### src/rtl/v2_peak_detector_pkg.sv
// Shared settings for the v2 shaping / peak-detection chain.
package package_settings_v2;
  localparam int unsigned SIZE_FILTER_DATA     = 13;
  localparam int unsigned PEAK_HOLDOFF_DEFAULT = 16;

  typedef enum logic [1:0] {IDLE, RISE, HOLD} peak_state_t;
endpackage

### src/rtl/v2_peak_detector_fifo.sv
// Two-entry synchronous FIFO; a push while full is accepted only if a pop frees a slot on the same edge.
module v2_peak_fifo #(
  parameter int unsigned WIDTH = 16
) (
  input  logic             clk,
  input  logic             reset,
  input  logic             push,
  input  logic [WIDTH-1:0] push_data,
  input  logic             pop,
  output logic [WIDTH-1:0] pop_data,
  output logic             full,
  output logic             empty
);
  logic [WIDTH-1:0] mem [2];
  logic             rd_ptr;
  logic             wr_ptr;
  logic [1:0]       count;
  logic             do_pop;
  logic             do_push;

  assign empty    = (count == 2'd0);
  assign full     = (count == 2'd2);
  assign do_pop   = pop && !empty;
  assign do_push  = push && (!full || do_pop);
  assign pop_data = mem[rd_ptr];

  always_ff @(posedge clk or negedge reset) begin
    if (!reset) begin
      mem[0] <= '0;
      mem[1] <= '0;
      rd_ptr <= 1'b0;
      wr_ptr <= 1'b0;
      count  <= '0;
    end else begin
      // When full, wr_ptr == rd_ptr, so a pop+push overwrites the slot being released.
      if (do_push) begin
        mem[wr_ptr] <= push_data;
        wr_ptr      <= ~wr_ptr;
      end
      if (do_pop) rd_ptr <= ~rd_ptr;
      count <= count + {1'b0, do_push} - {1'b0, do_pop};
    end
  end
endmodule

### src/rtl/v2_peak_detector.sv
// Threshold-excursion peak detector with hold-off and a 2-entry event queue.
// Define V2_PEAK_TIMESTAMP_EN to build the timestamp path; otherwise peak_time is tied to 0.
module v2_peak_detector
  import package_settings_v2::*;
#(
  parameter int unsigned DATA_W  = SIZE_FILTER_DATA + 3,
  parameter int unsigned TS_W    = 32,
  parameter int unsigned HOLDOFF = PEAK_HOLDOFF_DEFAULT
) (
  input  logic              clk,
  input  logic              reset,
  input  logic [DATA_W-1:0] filter_data,
  input  logic [DATA_W-1:0] threshold,
  input  logic              peak_ready,
  output logic              peak_valid,
  output logic [DATA_W-1:0] peak_amp,
  output logic [TS_W-1:0]   peak_time,
  output logic [7:0]        drop_cnt,
  output logic              busy
);
  localparam int unsigned HC_W = (HOLDOFF > 1) ? $clog2(HOLDOFF) : 1;
`ifdef V2_PEAK_TIMESTAMP_EN
  localparam int unsigned ENTRY_W = DATA_W + TS_W;
`else
  localparam int unsigned ENTRY_W = DATA_W;
`endif

  peak_state_t              state_q, state_d;
  logic signed [DATA_W-1:0] d0, thr, max_q, max_d;
  logic [HC_W-1:0]          hold_q, hold_d;
  logic                     take, push, pop, full, empty;
  logic [ENTRY_W-1:0]       push_data, pop_data;

  assign thr = threshold;

  always_ff @(posedge clk or negedge reset) begin
    if (!reset) begin
      state_q <= IDLE;
      d0      <= '0;
      max_q   <= '0;
      hold_q  <= '0;
    end else begin
      state_q <= state_d;
      d0      <= filter_data;
      max_q   <= max_d;
      hold_q  <= hold_d;
    end
  end

  always_comb begin
    state_d = state_q;
    max_d   = max_q;
    hold_d  = hold_q;
    take    = 1'b0;
    push    = 1'b0;
    unique case (state_q)
      IDLE: if (d0 > thr) begin
        state_d = RISE;
        take    = 1'b1;
      end
      RISE: if (d0 > thr) begin
        take = (d0 > max_q);
      end else begin
        push    = 1'b1;
        hold_d  = HC_W'(HOLDOFF - 1);
        state_d = HOLD;
      end
      HOLD: if (hold_q == '0) state_d = IDLE;
            else hold_d = hold_q - HC_W'(1);
      default: state_d = IDLE;
    endcase
    if (take) max_d = d0;
  end

`ifdef V2_PEAK_TIMESTAMP_EN
  logic [TS_W-1:0] ts_cnt, d0_ts, max_ts;

  always_ff @(posedge clk or negedge reset) begin
    if (!reset) begin
      ts_cnt <= '0;
      d0_ts  <= '0;
      max_ts <= '0;
    end else begin
      ts_cnt <= ts_cnt + TS_W'(1);
      d0_ts  <= ts_cnt;
      if (take) max_ts <= d0_ts;
    end
  end

  assign push_data = {max_q, max_ts};
  assign peak_time = pop_data[TS_W-1:0];
`else
  assign push_data = max_q;
  assign peak_time = '0;
`endif

  assign peak_amp   = pop_data[ENTRY_W-1 -: DATA_W];
  assign peak_valid = !empty;
  assign pop        = peak_valid && peak_ready;
  assign busy       = (state_q != IDLE);

  v2_peak_fifo #(
    .WIDTH(ENTRY_W)
  ) u_fifo (
    .clk      (clk),
    .reset    (reset),
    .push     (push),
    .push_data(push_data),
    .pop      (pop),
    .pop_data (pop_data),
    .full     (full),
    .empty    (empty)
  );

  always_ff @(posedge clk or negedge reset) begin
    if (!reset) drop_cnt <= '0;
    else if (push && full && !pop && drop_cnt != 8'hFF) drop_cnt <= drop_cnt + 8'd1;
  end
endmodule

### config.mk
export PLATFORM = sky130hd
export DESIGN_NAME = v2_peak_detector
export DESIGN_NICKNAME = d
export VERILOG_FILES = /design/src/rtl/v2_peak_detector_pkg.sv /design/src/rtl/v2_peak_detector_fifo.sv /design/src/rtl/v2_peak_detector.sv
export SDC_FILE = /design/constraint.sdc
export NUM_CORES = 1
export LEC_CHECK = 0
export BUFFER_PORTS_ARGS = -buffer_cell sky130_fd_sc_hd__buf_4
export CAP_MARGIN = 40
export CORE_AREA = 10 10 122 124
export DETAILED_ROUTE_END_ITERATION = 16
export DIE_AREA = 0 0 132 134
export PLACE_DENSITY_LB_ADDON = 0.3
export SYNTH_ARGS = -nofsm -noshare
export SYNTH_HDL_FRONTEND = slang
export SYNTH_SLANG_ARGS = --single-unit
### constraint.sdc
create_clock -name clk -period 5 [get_ports clk]
set_input_delay 0.75 -clock clk [delete_from_list [all_inputs] [get_ports clk]]
set_output_delay 0.75 -clock clk [all_outputs]
set_load 0.03 [all_outputs]
==> run summary, run 1 <==
Status = complete, no violations
Clk buf depth = 2
Post-synth EDFFs = 0
Dpl cells = 604
Max transition margin = 45.4%
TritonCTS clock tree = yes
Met1 Use GR = 12.6%
CP Capture Type = flop
Synth Cell Area = 0.00437 mm^2
GRT Overall Usage = 11.1%
Worst min-delay path class = in -> async
Synth Register Bits = 82
Avg Inst Size Synth = 11.6 um^2
GRT busiest layer = met2
Vias = 2815
Top cells by area, synth = dfrtp_1 (47%), mux2_2 (14%), ha_1 (10%), buf_4 (5.5%), inv_1 (3.3%)
Largest net degree at the start of global routing = 52
Clk_lat worst skew = 0.33 ns
Yosys top cell area share = 46.9%
Num rows = 41
Setup repair after global routing missed its margin = false
Port bufs = 60
CP Max Fanout = 16
Setup Buffers After CTS = 0
PnR worst setup slack = 1.70 ns
Fmax = 303 MHz
Crit path DAT = 3.52 ns
Final Non-Filler Cells = 617
Average wire per standard cell = 15.5 um
Residual overflow from global routing = 0
TritonCTS buffer count = 9
Min Hold Slack = 0.365 ns
Most frequent cells after synthesis = dfrtp_1 (82), mux2_2 (56), inv_1 (39)
Initial core utilization = 35.1%
Clock-pin slew on the worst setup and hold paths = 0.06 ns
Via/cell ratio = 4.56
YS warnings = 0
Crit path time final = 3.30 ns
Share of layout cells above drive strength 1 = 31.0%
Pre-CTS WS = 1.32 ns
PwrDens = 583 mW/mm^2
TNS Setup = 0 ns
Dominant synthesized flop cell = dfrtp_1
Die width = 132 um
P_leak = 2.55 nW
Layout overhead on the synthesized area = 19.1%
Unique masters post-synth = 42
Slew Limit Fails = 0
Required time of the worst setup path = 5.21 ns
Antenna diode count = 0
Worst-Margin Slew = 0.819 ns
Die area = 0.0177 mm^2
Asr flop ratio synth = 100%
M2 GR Usage = 19.4%
Detailed Route WL = 9550 um
Number of global-route vias before repair = 3099
Worst Skew = 0.00541 ns
CTS sink cnt = 82
# setup viols final = 0
Final Cycle Share = 66.1%
DRT iter0 DRCs = 93
Nets = 513
Die Y = 134 um
Dominant cell type by area after synthesis = dfrtp_1
Ports = 93
First-pass GRT wire length = 15900 um
Startpoint Class = input pin
Root Driver = clkbuf_16
Core area = 0.0125 mm^2
Critical path class = in -> reg
Met3 Resource Use GR = 3.44%
DRT antenna net count = 0
Max-cap violation count = 0
Htree depth = 3
DRC errors left = 0
VDD IR max = 0.241 mV
Sequential fraction of the synthesis area = 46.9%
Syn Inst Count = 376
CTS Hold Buffers Added = 0
Post-CTS Resized = 0
Most frequent cell after synthesis = dfrtp_1
Gpl congestion = 0.779
Post-DP HPWL = 7410 um
Drt pass-1 iters = 4
Antenna violations before repair = 0
Final hold viol count = 0
[metrics by stage]
stage / power, mW / instance area [um^2] / util [%]
after floorplan: 2.03 / 4490 / -
after CTS: 3.09 / 5210 / 41.8
final: 3.03 / 5210 / 41.8
after detailed placement: 2.43 / 4930 / 39.5
after global placement: 2.39 / 4880 / 39.2
after global routing: 3.26 / 5210 / 41.8
[power breakdown]
group / switching (mW) / total [mW] / internal [mW]
clock: 0.246 / 0.637 / 0.391
sequential: 0.191 / 1.10 / 0.913
combinational: 0.684 / 1.29 / 0.608
total: 1.12 / 3.03 / 1.91
[sequential cells by signal (all words and copies together), names as in the netlist]
register / count
u_fifo.count: 2
hold_q: 4
drop_cnt: 8
u_fifo.wr_ptr: 1
state_q: 2
u_fifo.rd_ptr: 1
u_fifo.mem: 32
d0: 16
max_q: 16
[cell type report]
class	instances	area, um^2
clock inverters	3	42.5
multi-input cells	248	2010
flip-flops and latches	82	2050
clock buffers	10	239
repair buffers	63	500
inverters	39	146
fillers	1188	7260
well taps	172	215
[cells in the final DEF, fill, tap and decap left out, types with 2 or more instances in the layout]
cell       synthesis  layout
a31oi_1            3       3
o21ai_0            8       8
ha_1              35      35
conb_1             1      32
nor2b_1            2       2
a211oi_1           4       4
a21oi_1           11      11
nor3_1             2       2
nand4_1            6       6
nand3_1            5       5
nand2_1           20      20
o211ai_1           2       2
nand4b_1           2       2
inv_1             39      39
and2_1             2       2
mux2_2            56      56
dfrtp_1           82      82
nand4_2            2       2
mux2_1            10      10
xor2_1             5       5
buf_4             32      61
nand2b_1           3       3
nor4_1             4       4
clkbuf_16          0       9
xnor2_1            6       6
a21o_1             2       2
nor2_1            13      13
[path summary, 6_finish.rpt]
kind / cells after the start / endpoint / startpoint / slack [ns]
max: 9 / u_fifo.mem[13] / threshold[11] / 1.70
min: 1 / u_fifo.mem[10] / reset / 0.36
max reg2reg: 7 / u_fifo.mem[13] / d0[11] / 1.79
min reg2reg: 1 / u_fifo.mem[2] / u_fifo.mem[2] / 0.50
max in group asynchronous: 2 / u_fifo.mem[31] / reset / 4.05
min in group clk: 1 / u_fifo.mem[2] / u_fifo.mem[2] / 0.50
[metal layers]
metal  part of all wire (%)  up-vias
met2                     51       56
li1                       -     1366
met4                    1.0        0
met3                    5.0        8
met1                     43     1385
met5                      0        -
[worst max-delay path, stage by stage]
cell	delay (ns)
buf_4	0.08
inv_1	0.03
ha_1	0.30
nand4_1	0.22
a2111o_1	0.43
nand3_1	0.11
mux2i_2	0.45
nand4_2	0.63
mux2_2	0.50
[cell families after synthesis]
family | count (synthesis) | synth area share [%]
muxes | 68 | 17.5
adders and majority gates | 35 | 10.0
DFF | 82 | 46.9
xor gates and xnor gates | 11 | 2.20
AOI/OAI and AO/OA | 34 | 5.18
and+or+nand+nor | 68 | 8.32
other | 1 | 0.0857
buffers and inverters | 77 | 9.75
Note: power is estimated with default switching activity, not from simulation.
==> run 2: changes to the inputs <==
Settings changed: ABC_AREA set to 1, CORE_AREA 10 10 122 124 to 10 10 124 126, DIE_AREA 0 0 132 134 to 0 0 134 136.
Clock period 5 ns to 3.3 ns, I/O delays scaled along.
==> run summary, run 2 <==
Status = complete, no violations
Reg power frac = 36.0% (-0.4 points)
Via/cell ratio = 4.33 (-5.2%)
Worst min-delay path class = in -> async
Worst Skew = 0.00884 ns (+0.00343 ns)
Slew Limit Fails = 0 (unchanged)
Largest net degree at the start of global routing = 54 (+3.8%)
Dominant cell type by area after synthesis = dfrtp_1
Max-cap violation count = 0 (unchanged)
CP Max Fanout = 13 (-3)
Most flops, register = u_fifo.mem
Residual overflow from global routing = 0 (unchanged)
Simple-gate share of the synthesized area = 27.8% (+19 points)
Asr flop ratio synth = 100% (unchanged)
Clock-pin slew on the worst setup and hold paths = 0.06 ns (about the same)
Num rows = 42 (+2.4%)
Synth Area in Compound Gates = 3.36% (-1.8 points)
PwrDens = 883 mW/mm^2 (+52%)
Core area = 0.0130 mm^2 (+4.1%)
P_leak = 3.00 nW (+18%)
Clock power share = 20.9% (about the same)
Vias = 3486 (+24%)
Fmax = 414 MHz
TritonCTS clock tree = yes
DRT iter0 DRCs = 155 (+67%)
Filler cells = 1307 (+10%)
Most common cell after layout, fill and taps aside = nand2_1
DRT antenna net count = 0 (unchanged)
Share of layout cells above drive strength 1 = 14.1% (-17 points)
Root Driver = clkbuf_16
Htree depth = 3 (unchanged)
Top flop regs = u_fifo.mem x32, d0 x16, max_q x16
VDD IR max = 0.420 mV (+74%)
TritonCTS buffer count = 9 (unchanged)
Avg Inst Size Synth = 8.07 um^2 (-31%)
CTS sink cnt = 82 (unchanged)
RR Startpoint = d0[15]
Crit path time final = 2.41 ns
Int Pwr = 2.71 mW (+42%)
# setup viols final = 0 (unchanged)
Yosys top cell area share = 45.2% (-1.7 points)
GRT Overall Usage = 11.3% (+0.15 points)
Post-DP HPWL = 7520 um (+1.5%)
Switching power = 2.02 mW (+80%)
Antenna violations before repair = 0 (unchanged)
Nets = 695 (+35%)
Initial core utilization = 35.0% (-0.11 points)
Dominant synthesized flop cell = dfrtp_1
Setup Buffers After CTS = 0 (unchanged)
Flip-flop count of the largest register after layout = 32 (unchanged)
DRC errors left = 0 (unchanged)
Post-synth EDFFs = 0 (unchanged)
Sequential fraction of the synthesis area = 45.2% (-1.7 points)
Startpoint Class = flop
Comb power frac = 43.1% (+0.5 points)
TNS Setup = 0 ns (unchanged)
Drt pass-1 iters = 4 (unchanged)
Die Y = 136 um (+1.5%)
Crit path from = d0[15]
Clk buf depth = 2 (unchanged)
Synth Area in XOR/XNOR = 1.93% (-0.27 points)
Die area = 0.0182 mm^2 (+3.0%)
Average wire per standard cell = 12.2 um (-21%)
Crit path DAT = 2.63 ns (-0.89 ns)
Die width = 134 um (+1.5%)
CTS Hold Buffers Added = 0 (unchanged)
Top cells by area, synth = dfrtp_1 (45%), nand2_1 (20%), ha_1 (9.6%), buf_4 (5.6%), inv_1 (5.1%)
Worst-Margin Slew = 0.551 ns (-0.268 ns)
Clk_lat worst skew = 0.34 ns (about the same)
Final hold viol count = 0 (unchanged)
Ports = 93 (unchanged)
Final Cycle Share = 73.1%
Number of global-route vias before repair = 3442 (+11%)
Port bufs = 60 (unchanged)
Antenna diode count = 0 (unchanged)
Gpl congestion = 0.813 (+4.4%)
Most frequent cells after synthesis = nand2_1 (246), dfrtp_1 (82), inv_1 (62)
Syn Inst Count = 563 (+50%)
YS warnings = 0 (unchanged)
First-pass GRT wire length = 16800 um (+5.4%)
Synth Register Bits = 82 (unchanged)
Setup repair after global routing missed its margin = false
Layout overhead on the synthesized area = 18.0%
Critical path class = reg -> reg
Detailed Route WL = 9860 um (+3.3%)
Max transition margin = 63.0% (+18 points)
CP Capture Type = flop
Post-CTS Resized = 0 (unchanged)
Commonest non-fill, non-tap cells in the layout = nand2_1 (246), dfrtp_1 (82), inv_1 (62), buf_4 (62), ha_1 (35)
Synth Cell Area = 0.00454 mm^2 (+3.8%)
Tot Pwr = 4.73 mW (+56%)
Sw Share = 42.8% (+5.8 points)
Required time of the worst setup path = 3.52 ns (-1.69 ns)
Main combinational cell family by area after synthesis = simple AND/OR/NAND/NOR gates
Mux cell area share after synthesis = 0% (-18 points)
Post-synthesis adder-cell area fraction = 9.64% (-0.37 points)
Unique masters post-synth = 31 (-26%)
Most frequent cell after synthesis = nand2_1
-- run 2: cell count changes after synthesis, sizes merged, moves of 5 or more --
| cell | before | now |
|---|---|---|
| mux2 | 66 | 0 |
| xnor2 | 6 | 1 |
| nand3 | 5 | 23 |
| nor2 | 13 | 19 |
| nand2 | 20 | 248 |
| inv | 39 | 62 |
-- run 2: metal layers --
| metal | vias to the layer above | wire [um] | GRT usage, % |
|---|---|---|---|
| met5 | - | 0 | 0 |
| met4 | 0 | 134 | 5.68 |
| met3 | 9 | 575 | 3.03 |
| met2 | 86 | 4540 | 17.3 |
| met1 | 1589 | 4610 | 14.3 |
| li1 | 1802 | - | - |
-- run 2: stage by stage --
stage	setup WS [ns]	hold slack (ns)	cell area, um^2	util, %	std cells
detailed placement	0.676	0.457	5060	39.0	790
floorplan	1.19	0.199	4660	-	594
global placement	0.767	0.462	5030	38.8	789
global route	0.623	0.110	5360	41.3	806
finish	0.887	0.0856	5360	41.3	806
CTS	0.846	0.0950	5360	41.3	806
-- run 2: path summary, 6_finish.rpt --
check / to / slack [ns] / cells past startpoint
setup / recovery: drop_cnt[6] / 0.89 / 12
hold / removal: d0[11] / 0.09 / 1
setup reg to reg: drop_cnt[6] / 0.89 / 12
hold reg to reg: u_fifo.mem[22] / 0.48 / 2
max in group asynchronous: u_fifo.mem[19] / 2.63 / 2
min in group clk: d0[11] / 0.26 / 1
-- run 2: cells by family (layout without fill, tap and decap cells) --
| group | count (synthesis) | after routing |
|---|---|---|
| adder cells (fa/ha/maj) | 35 | 35 |
| buffers and inverters | 106 | 142 |
| other | 1 | 32 |
| flip-flops | 82 | 82 |
| AND/OR/NAND/NOR | 300 | 300 |
| XOR/XNOR | 10 | 10 |
| AO/OA/AOI/OAI | 29 | 29 |
-- run 2: power groups by stage --
stage / combinational, mW / sequential [mW] / clock, mW
3_3_place_gp: 2.02 / 1.70 / 0
5_1_grt: 2.32 / 1.76 / 1.06
4_1_cts: 2.08 / 1.70 / 1.01
6_report: 2.04 / 1.70 / 0.989
2_1_floorplan: 1.45 / 1.70 / 0
3_5_place_dp: 2.07 / 1.71 / 0
-- run 2: area by class of cell --
| type | instances | area, um^2 | share of cell area (%) |
|---|---|---|---|
| clock inverter | 6 | 67.6 | 1.26 |
| multi-input combinational | 406 | 2060 | 38.4 |
| timing repair buffer | 63 | 493 | 9.20 |
| clock buffer | 10 | 229 | 4.27 |
| inverter | 63 | 236 | 4.41 |
| tap | 176 | 220 | 4.11 |
| sequential | 82 | 2050 | 38.3 |
-- run 2: critical path, stage by stage (launching register included) --
cell	delay, ns
dfrtp_1	0.41
ha_1	0.35
nand2_1	0.11
nor3_2	0.23
nand2_1	0.09
nand2_1	0.06
nand2_1	0.08
nand3_4	0.15
nand2_2	0.11
nor2_2	0.38
inv_1	0.17
nand2_1	0.09
nand2_1	0.05
==> run 3: changes to the inputs <==
Clock period 3.3 ns to 2.1 ns, I/O delays scaled along.
==> run summary, run 3 (synthesized netlist as in run 2, its figures left out) <==
Crit path from = d0[13]
Top flop regs = u_fifo.mem x32, d0 x16, max_q x16
Core area = 0.0130 mm^2 (unchanged)
Max-cap violation count = 0 (unchanged)
Layout overhead on the synthesized area = 31.9%
Post-place instance area = 0.00525 mm^2 (+3.8%)
Worst min-delay path class = in -> reg
Max transition margin = 58.3% (-4.7 points)
Status = finished, violations left
Clk_lat worst skew = 0.34 ns (about the same)
Startpoint Class = flop
Antenna diode count = 0 (unchanged)
Final core occ = 46.2% (+4.9 points)
Worst reg2reg endpoint = drop_cnt[1]
TritonCTS buffer count = 9 (unchanged)
Die Y = 136 um (unchanged)
Ports = 93 (unchanged)
Die area = 0.0182 mm^2 (unchanged)
Average wire per standard cell = 13.0 um (+6.0%)
WP depth = 12 (unchanged)
Setup repair after global routing missed its margin = true
Drt pass-1 iters = 4 (unchanged)
Most flops, register = u_fifo.mem
Most common cell after layout, fill and taps aside = nand2_1
Worst-path cell chain = ha_1, a21oi_2, o21ai_2, a21oi_2, buf_4, nand3_2, nand3_4, nand2_4, nor2_4, buf_6, nand2_2, o21ai_1
Final Non-Filler Cells = 837 (+3.8%)
DRC errors left = 0 (unchanged)
VDD IR max = 0.539 mV (+28%)
Finished Cell Area = 0.00599 mm^2 (+12%)
DRT antenna net count = 0 (unchanged)
RR Startpoint = d0[13]
Failing checks = negative setup slack
Final hold viol count = 0 (unchanged)
CP Capture Type = flop
Required time of the worst setup path = 2.36 ns (-1.16 ns)
GRT Overall Usage = 11.5% (+0.26 points)
Gpl congestion = 0.832 (+2.4%)
Clk buf depth = 2 (unchanged)
Root Driver = clkbuf_16
CP Buf/Inv Count = 2 (+1)
Worst-Margin Slew = 0.623 ns (+0.0716 ns)
Flip-flop count of the largest register after layout = 32 (unchanged)
Port bufs = 60 (unchanged)
TritonCTS clock tree = yes
Via/cell ratio = 4.36 (+0.80%)
Antenna violations before repair = 0 (unchanged)
CP top delay family = simple AND/OR/NAND/NOR gates
Crit-path max cell delay = 0.40 ns (about the same)
# setup viols final = 26 (+26)
Slowest-stage cell, CP = dfrtp_1
Crit path time final = 2.14 ns (-0.272 ns)
Nets = 726 (+4.5%)
R2R setup slack = -0.04 ns (-0.93 ns)
Largest net degree at the start of global routing = 52 (-3.7%)
Num rows = 42 (unchanged)
Commonest non-fill, non-tap cells in the layout = nand2_1 (227), dfrtp_1 (82), buf_4 (79), inv_1 (61), conb_1 (32)
CP Max Fanout = 6 (-7)
Worst Skew = 0.00549 ns (-0.00335 ns)
Die width = 134 um (unchanged)
Clock-pin slew on the worst setup and hold paths = 0.06 ns (about the same)
Worst r2r path cells = 12 (unchanged)
Tot Pwr = 8.21 mW (+74%)
PnR worst setup slack = -0.0408 ns (-0.928 ns)
Fmax = 467 MHz (+13%)
Share of layout cells above drive strength 1 = 25.9% (+12 points)
Post-DP HPWL = 7690 um (+2.2%)
Detailed Route WL = 10900 um (+10%)
Dpl cells = 810 (+2.5%)
DRT iter0 DRCs = 174 (+12%)
Final Cycle Share = 102% (+29 points)
Initial core utilization = 35.0% (unchanged)
Slew Limit Fails = 0 (unchanged)
Htree depth = 3 (unchanged)
Crit path DAT = 2.40 ns (-0.23 ns)
Vias = 3649 (+4.7%)
CP Capture Point = drop_cnt[1]
Residual overflow from global routing = 0 (unchanged)
CP most frequent cell = a21oi_2
First-pass GRT wire length = 17300 um (+2.9%)
P_leak = 3.25 nW (+8.2%)
Hold_sp = filter_data[9]
PwrDens = 1370 mW/mm^2 (+55%)
Number of global-route vias before repair = 3622 (+5.2%)
CTS sink cnt = 82 (unchanged)
Critical path class = reg -> reg
run 3: stage by stage:
| stage | setup slack (ns) | TNS [ns] | hold slack (ns) |
|---|---|---|---|
| final | -0.0408 | -0.212 | 0.0775 |
| after global routing | -0.157 | -7.41 | 0.0639 |
| after CTS | 0.00854 | 0 | 0.0616 |
| after detailed placement | -0.0374 | -0.0784 | 0.292 |
| after global placement | 0.0414 | 0 | 0.287 |
| after floorplan | 0.138 | 0 | 0.0194 |
run 3: routing by layer:
metal | up-vias | share of wire [%] | routed length [um] | global-route usage [%]
met2 | 93 | 48 | 5180 | 18.4
met1 | 1670 | 44 | 4820 | 14.3
met5 | - | 0 | 0 | 0
met4 | 0 | 1.9 | 204 | 4.78
li1 | 1870 | - | - | -
met3 | 16 | 6.0 | 646 | 3.47
run 3: worst min-delay path by stage:
| stage | to | cells after the start | slack [ns] |
|---|---|---|---|
| floorplan | d0[0] | 0 | 0.02 |
| global placement | d0[11] | 1 | 0.29 |
| detailed placement | d0[11] | 1 | 0.29 |
| CTS | d0[9] | 1 | 0.06 |
| global route | d0[11] | 1 | 0.06 |
| finish | d0[9] | 1 | 0.08 |
run 3: report_power, final:
part           internal, mW  switching [mW]
Sequential             2.19           0.507
Combinational          1.45            2.31
Clock                  1.06           0.685
Total                  4.71            3.50
run 3: area by class of cell:
| class | instances | area, um^2 |
|---|---|---|
| Inverter | 63 | 236 |
| Multi-Input combinational cell | 407 | 2340 |
| Timing Repair Buffer | 93 | 811 |
| Clock inverter | 7 | 106 |
| Sequential cell | 82 | 2050 |
| Tap cell | 176 | 220 |
| Fill cell | 1248 | 6990 |
| Clock buffer | 9 | 225 |
run 3: timing repair:
| item | 4_1_cts | 5_1_grt |
|---|---|---|
| hold buffers | 1 | 0 |
| endpoints found under the setup margin | 17 | 61 |
| setup buffers | 0 | 6 |
| pin swaps | 1 | 22 |
| gates cloned | 0 | 4 |
| hold endpoints to repair | 31 | 0 |
| gates resized for setup | 2 | 65 |
